<file path="src/rtl/rob_finish_arbiter_pkg.sv">
// Shared constants for the ROB finish-port arbiter.
//   RRF_SEL     : ROB entry address width (default finish address width)
//   ROB_NUM     : number of ROB entries addressable with RRF_SEL bits
//   EX_UNIT_NUM : default number of execution units sharing the finish port
// Also provides the round-robin pointer advance helper used by the top level.
package rob_finish_arbiter_pkg;

  localparam int RRF_SEL     = 6;
  localparam int ROB_NUM     = 1 << RRF_SEL;
  localparam int EX_UNIT_NUM = 4;

  // Default ROB entry address type.
  typedef logic [RRF_SEL-1:0] rob_addr_t;

  // Pointer that follows a winner: one past it, wrapping to 0 after the last requester.
  function automatic int rr_advance(input int winner, input int num_req);
    return (winner >= num_req - 1) ? 0 : winner + 1;
  endfunction

endpackage

</file>
<file path="src/rtl/rob_finish_arbiter_rr_arbiter.sv">
// Purely combinational round-robin arbiter.
//   req       in  NUM_REQ  request vector (valid holding slots)
//   rr_ptr    in  ID_W     index where the search starts
//   grant     out NUM_REQ  one-hot grant, zero when nothing requests
//   grant_idx out ID_W     binary index of the winner (0 when no grant)
//   grant_any out 1        any requester won
// The search visits rr_ptr, rr_ptr+1, ... modulo NUM_REQ; the first requester found wins.
module rr_arbiter #(
  parameter int NUM_REQ = 4,
  parameter int ID_W    = $clog2(NUM_REQ)
) (
  input  logic [NUM_REQ-1:0] req,
  input  logic [ID_W-1:0]    rr_ptr,
  output logic [NUM_REQ-1:0] grant,
  output logic [ID_W-1:0]    grant_idx,
  output logic               grant_any
);

  logic [ID_W-1:0] idx;
  int              idx_int;

  always_comb begin
    grant     = '0;
    grant_idx = '0;
    grant_any = 1'b0;
    idx       = '0;
    idx_int   = 0;
    for (int k = 0; k < NUM_REQ; k++) begin
      // Modulo keeps the search inside 0..NUM_REQ-1 even for non power-of-two counts.
      idx_int = (int'(rr_ptr) + k) % NUM_REQ;
      idx     = idx_int[ID_W-1:0];
      if (!grant_any && req[idx]) begin
        grant[idx] = 1'b1;
        grant_idx  = idx;
        grant_any  = 1'b1;
      end
    end
  end

endmodule

</file>
<file path="src/rtl/rob_finish_arbiter.sv">
// Shares the ROB's single finish-write port between NUM_REQ execution units.
// Each unit hands one completion per handshake into a private holding slot; a round-robin
// arbiter drains one slot per cycle into a registered finish output. Flush drops all pending.
//   clk_i         in   1               clock
//   reset_ni      in   1               asynchronous active-low reset
//   req_valid_i   in   NUM_REQ         unit i has a completion
//   req_addr_i    in   NUM_REQ*ADDR_W  ROB address of unit i, slice [i*ADDR_W +: ADDR_W]
//   req_ready_o   out  NUM_REQ         unit i's slot accepts this cycle
//   flush_i       in   1               drop everything pending, accept nothing
//   finish_o      out  1               to ROB: mark entry finished
//   finish_addr_o out  ADDR_W          to ROB: entry to mark
//   grant_id_o    out  ID_W            requester behind the current finish_o
//   busy_o        out  1               any holding slot valid
module rob_finish_arbiter
  import rob_finish_arbiter_pkg::*;
#(
  parameter int NUM_REQ = EX_UNIT_NUM,
  parameter int ADDR_W  = RRF_SEL,
  parameter int ID_W    = $clog2(NUM_REQ)
) (
  input  logic                      clk_i,
  input  logic                      reset_ni,
  input  logic [NUM_REQ-1:0]        req_valid_i,
  input  logic [NUM_REQ*ADDR_W-1:0] req_addr_i,
  output logic [NUM_REQ-1:0]        req_ready_o,
  input  logic                      flush_i,
  output logic                      finish_o,
  output logic [ADDR_W-1:0]         finish_addr_o,
  output logic [ID_W-1:0]           grant_id_o,
  output logic                      busy_o
);

  logic [NUM_REQ-1:0] hold_vld;
  logic [ADDR_W-1:0]  hold_addr [NUM_REQ];
  logic [ADDR_W-1:0]  in_addr   [NUM_REQ];
  logic [ID_W-1:0]    rr_ptr;

  logic [NUM_REQ-1:0] grant;
  logic [ID_W-1:0]    grant_idx;
  logic               grant_any;
  logic               grant_fire;
  logic [NUM_REQ-1:0] accept;

  genvar gi;
  generate
    for (gi = 0; gi < NUM_REQ; gi++) begin : g_unpack
      assign in_addr[gi] = req_addr_i[gi*ADDR_W +: ADDR_W];
    end
  endgenerate

  rr_arbiter #(
    .NUM_REQ (NUM_REQ),
    .ID_W    (ID_W)
  ) u_rr_arbiter (
    .req       (hold_vld),
    .rr_ptr    (rr_ptr),
    .grant     (grant),
    .grant_idx (grant_idx),
    .grant_any (grant_any)
  );

  // A flush suppresses the grant so nothing is delivered and the pointer does not move.
  assign grant_fire = grant_any & ~flush_i;

  // Ready depends only on registered state, flush and reset: a slot being drained this
  // cycle can be refilled at the same edge, giving one completion per cycle per unit.
  assign req_ready_o = {NUM_REQ{reset_ni & ~flush_i}} & (~hold_vld | grant);
  assign accept      = req_valid_i & req_ready_o;
  assign busy_o      = |hold_vld;

  // Holding slots: an accept at the same edge as the grant wins, so the slot stays valid.
  always_ff @(posedge clk_i or negedge reset_ni) begin
    if (!reset_ni) begin
      hold_vld <= '0;
      for (int i = 0; i < NUM_REQ; i++) begin
        hold_addr[i] <= '0;
      end
    end else if (flush_i) begin
      hold_vld <= '0;
    end else begin
      for (int i = 0; i < NUM_REQ; i++) begin
        if (accept[i]) begin
          hold_vld[i]  <= 1'b1;
          hold_addr[i] <= in_addr[i];
        end else if (grant[i]) begin
          hold_vld[i] <= 1'b0;
        end
      end
    end
  end

  // Round-robin pointer: moves one past the winner only when a grant is delivered.
  always_ff @(posedge clk_i or negedge reset_ni) begin
    if (!reset_ni) begin
      rr_ptr <= '0;
    end else if (grant_fire) begin
      rr_ptr <= ID_W'(rr_advance(int'(grant_idx), NUM_REQ));
    end
  end

  // Registered finish port; address and id keep their last value when idle.
  always_ff @(posedge clk_i or negedge reset_ni) begin
    if (!reset_ni) begin
      finish_o      <= 1'b0;
      finish_addr_o <= '0;
      grant_id_o    <= '0;
    end else begin
      finish_o <= grant_fire;
      if (grant_fire) begin
        finish_addr_o <= hold_addr[grant_idx];
        grant_id_o    <= grant_idx;
      end
    end
  end

endmodule

</file>
<file path="config.mk">
export PLATFORM = sky130hd
export DESIGN_NAME = rob_finish_arbiter
export DESIGN_NICKNAME = d
export VERILOG_FILES = /design/src/rtl/rob_finish_arbiter_pkg.sv /design/src/rtl/rob_finish_arbiter_rr_arbiter.sv /design/src/rtl/rob_finish_arbiter.sv
export SDC_FILE = /design/constraint.sdc
export NUM_CORES = 1
export LEC_CHECK = 0
export ABC_CLOCK_PERIOD_IN_PS = 3300
export CAP_MARGIN = 20
export CELL_PAD_IN_SITES_DETAIL_PLACEMENT = 1
export CELL_PAD_IN_SITES_GLOBAL_PLACEMENT = 1
export CORE_MARGIN = 8
export CORE_UTILIZATION = 41
export CTS_BUF_LIST = sky130_fd_sc_hd__clkbuf_16
export CTS_CLUSTER_DIAMETER = 100
export DETAILED_ROUTE_END_ITERATION = 12
export HOLD_SLACK_MARGIN = 0.05
export PLACE_DENSITY = 0.84
export SETUP_SLACK_MARGIN = 0.3
export SKIP_CTS_REPAIR_TIMING = 1
export SLEW_MARGIN = 20
export SYNTH_ARGS = -nofsm -noshare
export SYNTH_HDL_FRONTEND = slang
export SYNTH_HIERARCHICAL = 1
export SYNTH_SLANG_ARGS = --single-unit
</file>
<file path="constraint.sdc">
create_clock -name clk_i -period 3.3 [get_ports clk_i]
set_clock_uncertainty 0.1 [all_clocks]
set_input_delay 0.495 -clock clk_i [delete_from_list [all_inputs] [get_ports clk_i]]
set_output_delay 0.495 -clock clk_i [all_outputs]
set_load 0.02 [all_outputs]
</file>
Word level (Yosys, flattened, before mapping)
Cells that the tools add are included.
- flip-flop bits (word level): 39
- bits in latches: 0
- bits in writable memories: 0
- memory bits (read-only): 0
- bits of input ports: 31
- output and inout bits: 14
- logic and storage cells: 97
- memories kept: 0
- $add $sub $neg: 4
- multipliers: 0
- div/mod/pow operators: 0
- $lt $le $gt $ge: 10
- equal/unequal tests: 0
- shift operators: 0
- multiplexer cells: 41
- bitwise logic cells: 11
- reduce and logical (&&, ||, !) cells: 19
- operator list (cell ; count):
    $mux W1 ; 20
    $mux W4 ; 5
    $or A4 B4 Y4 ; 4
    $bmux W6 S2 ; 1
    $lt A2 B3 Y1 const B ; 4
    $mux W6 ; 2
    $reduce_bool A3 Y1 ; 4
    $mux W2 ; 5
    $and A4 B4 Y4 ; 2
    $bmux W1 S2 ; 4
    $demux W1 S2 ; 4
    $ge A2 B1 Y1 const B ; 4
    $reduce_and A2 Y1 ; 4
    $logic_and A1 B1 Y1 ; 7
    $add A2 B1 Y2 const B ; 2
    $add A2 B2 Y2 const B ; 2
    $not A4 Y4 ; 1
    $reduce_or A4 Y1 ; 1
    $ge A3 B3 Y1 const B ; 1
    $logic_not A1 Y1 ; 3
    $not A2 Y3 ; 1
    $and A1 B1 Y1 ; 2
    $ge A2 B2 Y1 const B ; 1
    $not A1 Y1 ; 1

Longest topological paths before layout
- depth after elaboration: 17
- mapped depth: 12

By module
The synthesis kept the hierarchy.
- modules (own cells, without submodules) (module ; times used ; cells an instance ; area an instance (µm²) ; seq. area each (µm²)):
    rob_finish_arbiter ; 1 ; 123 ; 1726.7 ; 975.9
    rr_arbiter ; 1 ; 45 ; 419.2 ; 0.0

Worst setup path after synthesis
OpenSTA, ideal clock, no wires.
- path type: register to output
- start: reg rr_ptr[0]
- end: out req_ready_o[0]
- data arrival time: 2.298 ns
- setup slack: 0.407 ns
- cell stages (with the launch flop): 11
- cells stage by stage: dfrtp_1 -> buf_6 -> inv_1 -> ha_1 -> mux4_2 -> buf_6 -> nor4b_4 -> a22oi_1 -> o21ai_0 -> nand2b_1 -> and2_1
- longest elaborated chain between the ends: 14
- elaborated cells between the ends (all ways): 49
- those cells by class: 3 x add/sub; 8 x order compare; 23 x mux; 5 x bitwise; 10 x reduce/logical
- RTL lines (item ; line ; RTL):
    start, declared ; rob_finish_arbiter.sv:36 ; logic [ID_W-1:0] rr_ptr;
    start signal, assigned ; rob_finish_arbiter.sv:97 ; rr_ptr <= ID_W'(rr_advance(int'(grant_idx), NUM_REQ));
    branches (longest 11 deep; another with $lt A2 B3 Y1) ; -- ;
    $mux W4 * ; rob_finish_arbiter_rr_arbiter.sv:32 ; if (!grant_any && req[idx]) begin
    via grant[0] ; rob_finish_arbiter.sv:38 ; logic [NUM_REQ-1:0] grant;
    $or A4 B4 Y4 * ; rob_finish_arbiter.sv:67 ; assign req_ready_o = {NUM_REQ{reset_ni & ~flush_i}} & (~hold_vld | grant);
    $and A4 B4 Y4 * ; rob_finish_arbiter.sv:67 ;
    end, declared ; rob_finish_arbiter.sv:25 ; output logic [NUM_REQ-1:0] req_ready_o,
Mark *: on every way through the listed nets, which the timed path passes. The select of a mux whose other input is x is not followed.

Worst setup path after layout
- start: reg rr_ptr[0]
- end: out req_ready_o[2]
The elaborated chain is that of the path after synthesis.

==> impl_metrics.json <==
{
  "slew_headroom_pct": 66.96,
  "stdcell_count": 312,
  "synth-seq-area-share_pct": 45.48,
  "end_kind": "output port",
  "drive_gt1_share_pct": 41.32,
  "drc_errors": 0,
  "areaGrowthSynthToFinish_pct": 42.45,
  "critical_path.top_delay_family": "simple AND/OR/NAND/NOR gates",
  "grt_max_degree": 40,
  "io_pins": 45,
  "synthArstFlopShare_pct": 100.0,
  "power_density_nw_per_um2": 982.5,
  "rsz0062_at_grt": "yes",
  "grt.total_usage_pct": 16.69,
  "clk_pin_slew_ns": 0.06,
  "synthCells": 168,
  "synth_cell_types": 30,
  "cpMostUsedCell": "buf_4",
  "gr-total-overflow": 0,
  "clk_latency_ns": 0.28,
  "core_um2": 5075,
  "clock-sinks": 39,
  "antenna_found_initial": 0,
  "path_class": "register to output port",
  "status": "finished, final reports clean",
  "total_power_mw": 3.003,
  "syn-cell-area_um2": 2146,
  "irDropWorstVdd_mv": 0.4162,
  "critPathSlowestCell": "mux4_2",
  "cts_root_buffer": "clkbuf_16",
  "synthesis.nets": 205,
  "fin_crit_ns": 3.124,
  "ys.flop_type": "dfrtp_1",
  "grt_first_pass_wirelength_mm": 9.784,
  "critPathLaunchType": "register",
  "antenna_left": 0,
  "synth-edff-count": 0,
  "synthXorXnorAreaFrac_pct": 0,
  "synthAdderAreaFrac_pct": 3.499,
  "path_buf_inv": 3,
  "place_congestion": 0.8353,
  "dp_hpwl_mm": 4.490,
  "std_cell_rows": 26,
  "crit_fanout": 5,
  "vias": 1695,
  "first_global_vias": 1834,
  "r2r_end": "rr_ptr[0]",
  "yosysWarnings": 6,
  "reg2regPathDepth": 9,
  "die_y_um": 88.35,
  "fmax_mhz": 320.2,
  "cp_cell_sequence": "buf_6 -> mux4_2 -> nor4b_4 -> buf_4 -> a22oi_1 -> o21ai_1 -> nand2b_4 -> and2_1 -> buf_4",
  "ys_ff_latch": 39,
  "start_util_pct": 42.28,
  "drt_iter0_markers": 66,
  "synth-simple-area-share_pct": 14.40,
  "port_buffers": 44,
  "first_pass_iters": 4,
  "routed_wl_mm": 6.799,
  "slowest_delay_ns": 0.56,
  "die-area_um2": 7805,
  "placed_cells": 290,
  "post-route-period-util_pct": 94.65,
  "hold_path.class": "input pin to asynchronous set/reset pin",
  "maxSlewViolCount": 0,
  "synth_top_family_by_area": "multiplexers",
  "fin_setup_tns_ns": 0,
  "setup_viol": 0,
  "leakage_nw": 1.339,
  "worst_slew_pin_slew_ns": 0.4955,
  "antennaDiodeCount": 0,
  "crit_arrival_ns": 2.53,
  "synth_compound_area_share_pct": 7.055,
  "rr_startpoint": "rr_ptr[0]",
  "cp_data_required_time_ns": 2.70,
  "final_nets": 278,
  "die_w_um": 88.35,
  "finish.utilization_pct": 60.23,
  "cts_buffer_depth": 2,
  "via_per_inst": 5.433,
  "muxShareOfSynthArea_pct": 26.01,
  "maxCapViolations": 0,
  "synth.avg_cell_area_um2": 12.77,
  "wl_per_cell_um": 21.79,
  "numCtsBuffers": 5,
  "htree_levels": 2,
  "hold_viol_final": 0,
  "r2r_slack_ns": 0.34,
  "cts_tree": "built"
}
==> report_power, final <==
part           total (mW)  switching [mW]  internal, mW  leakage [nW]
Combinational        1.75           0.851         0.899         0.793
Sequential          0.789           0.133         0.656         0.474
Clock               0.464           0.189         0.276        0.0710
==> Yosys cell counts, types with 4 or more instances <==
| cell | number | area, µm² |
|---|---|---|
| nand2b_1 | 6 | 37.54 |
| nand2_1 | 29 | 108.9 |
| o21ai_0 | 9 | 45.04 |
| and2_1 | 4 | 25.02 |
| a22oi_1 | 8 | 60.06 |
| mux2_4 | 6 | 90.09 |
| nand3_4 | 4 | 70.07 |
| dfrtp_1 | 39 | 975.9 |
| ha_1 | 6 | 75.07 |
| mux4_2 | 8 | 180.2 |
| mux2_2 | 20 | 225.2 |
| inv_1 | 4 | 15.01 |
| buf_6 | 4 | 45.04 |
==> worst max-delay path by stage <==
stage,startpoint,slack (ns),end,cells after the start
global placement,rr_ptr[1],0.04,req_ready_o[1],9
detailed placement,rr_ptr[1],-0.12,req_ready_o[3],9
floorplan,rr_ptr[0],0.41,req_ready_o[0],10
finish,rr_ptr[0],0.18,req_ready_o[2],9
global route,rr_ptr[0],0.08,req_ready_o[2],9
CTS,rr_ptr[1],-0.47,req_ready_o[3],9
==> final cells by class <==
type,instances,area (µm²)
fillers,529,2018
multi-input cells,117,1170
flip-flops and latches,39,977.2
repair buffers,73,661.9
clock buffers,5,125.1
well taps,70,87.58
inverters,5,18.77
clock inverters,3,16.27
==> kinds of logic after synthesis <==
family                     Yosys count
buffers and inverters               12
and+or+nand+nor                     51
adders and majority gates            6
muxes                               37
AOI/OAI and AO/OA                   23
DFF                                 39
==> cells in the final DEF, fill, tap and decap left out, types with 6 or more instances in the layout <==
master	count
buf_4	28
clkdlybuf4s50_1	39
dfrtp_1	38
mux2_2	20
mux2_4	6
mux4_2	9
nand2_1	29
==> routing by layer <==
metal  part of all wire (%)  track usage, %
met5                      0               0
met2                     54           31.30
met3                    3.5           3.621
met1                     40           18.51
met4                    1.9           3.994
==> metrics by stage <==
stage	worst slack, ns	cell area (µm²)	hold WS [ns]
6_report	0.1765	3057	0.2019
5_1_grt	0.08337	3057	0.2459
4_1_cts	-0.4692	2870	0.2308
3_5_place_dp	-0.1184	2729	0.3704
3_3_place_gp	0.04084	2729	0.3641
2_1_floorplan	0.4071	2146	0.09941
==> flip-flops by register name (all words and copies together) (netlist names) <==
register	flops
hold_addr	24
finish_o	1
hold_vld	4
finish_addr_o	6
rr_ptr	2
grant_id_o	2
No activity file was read; power rests on OpenSTA's default activity.
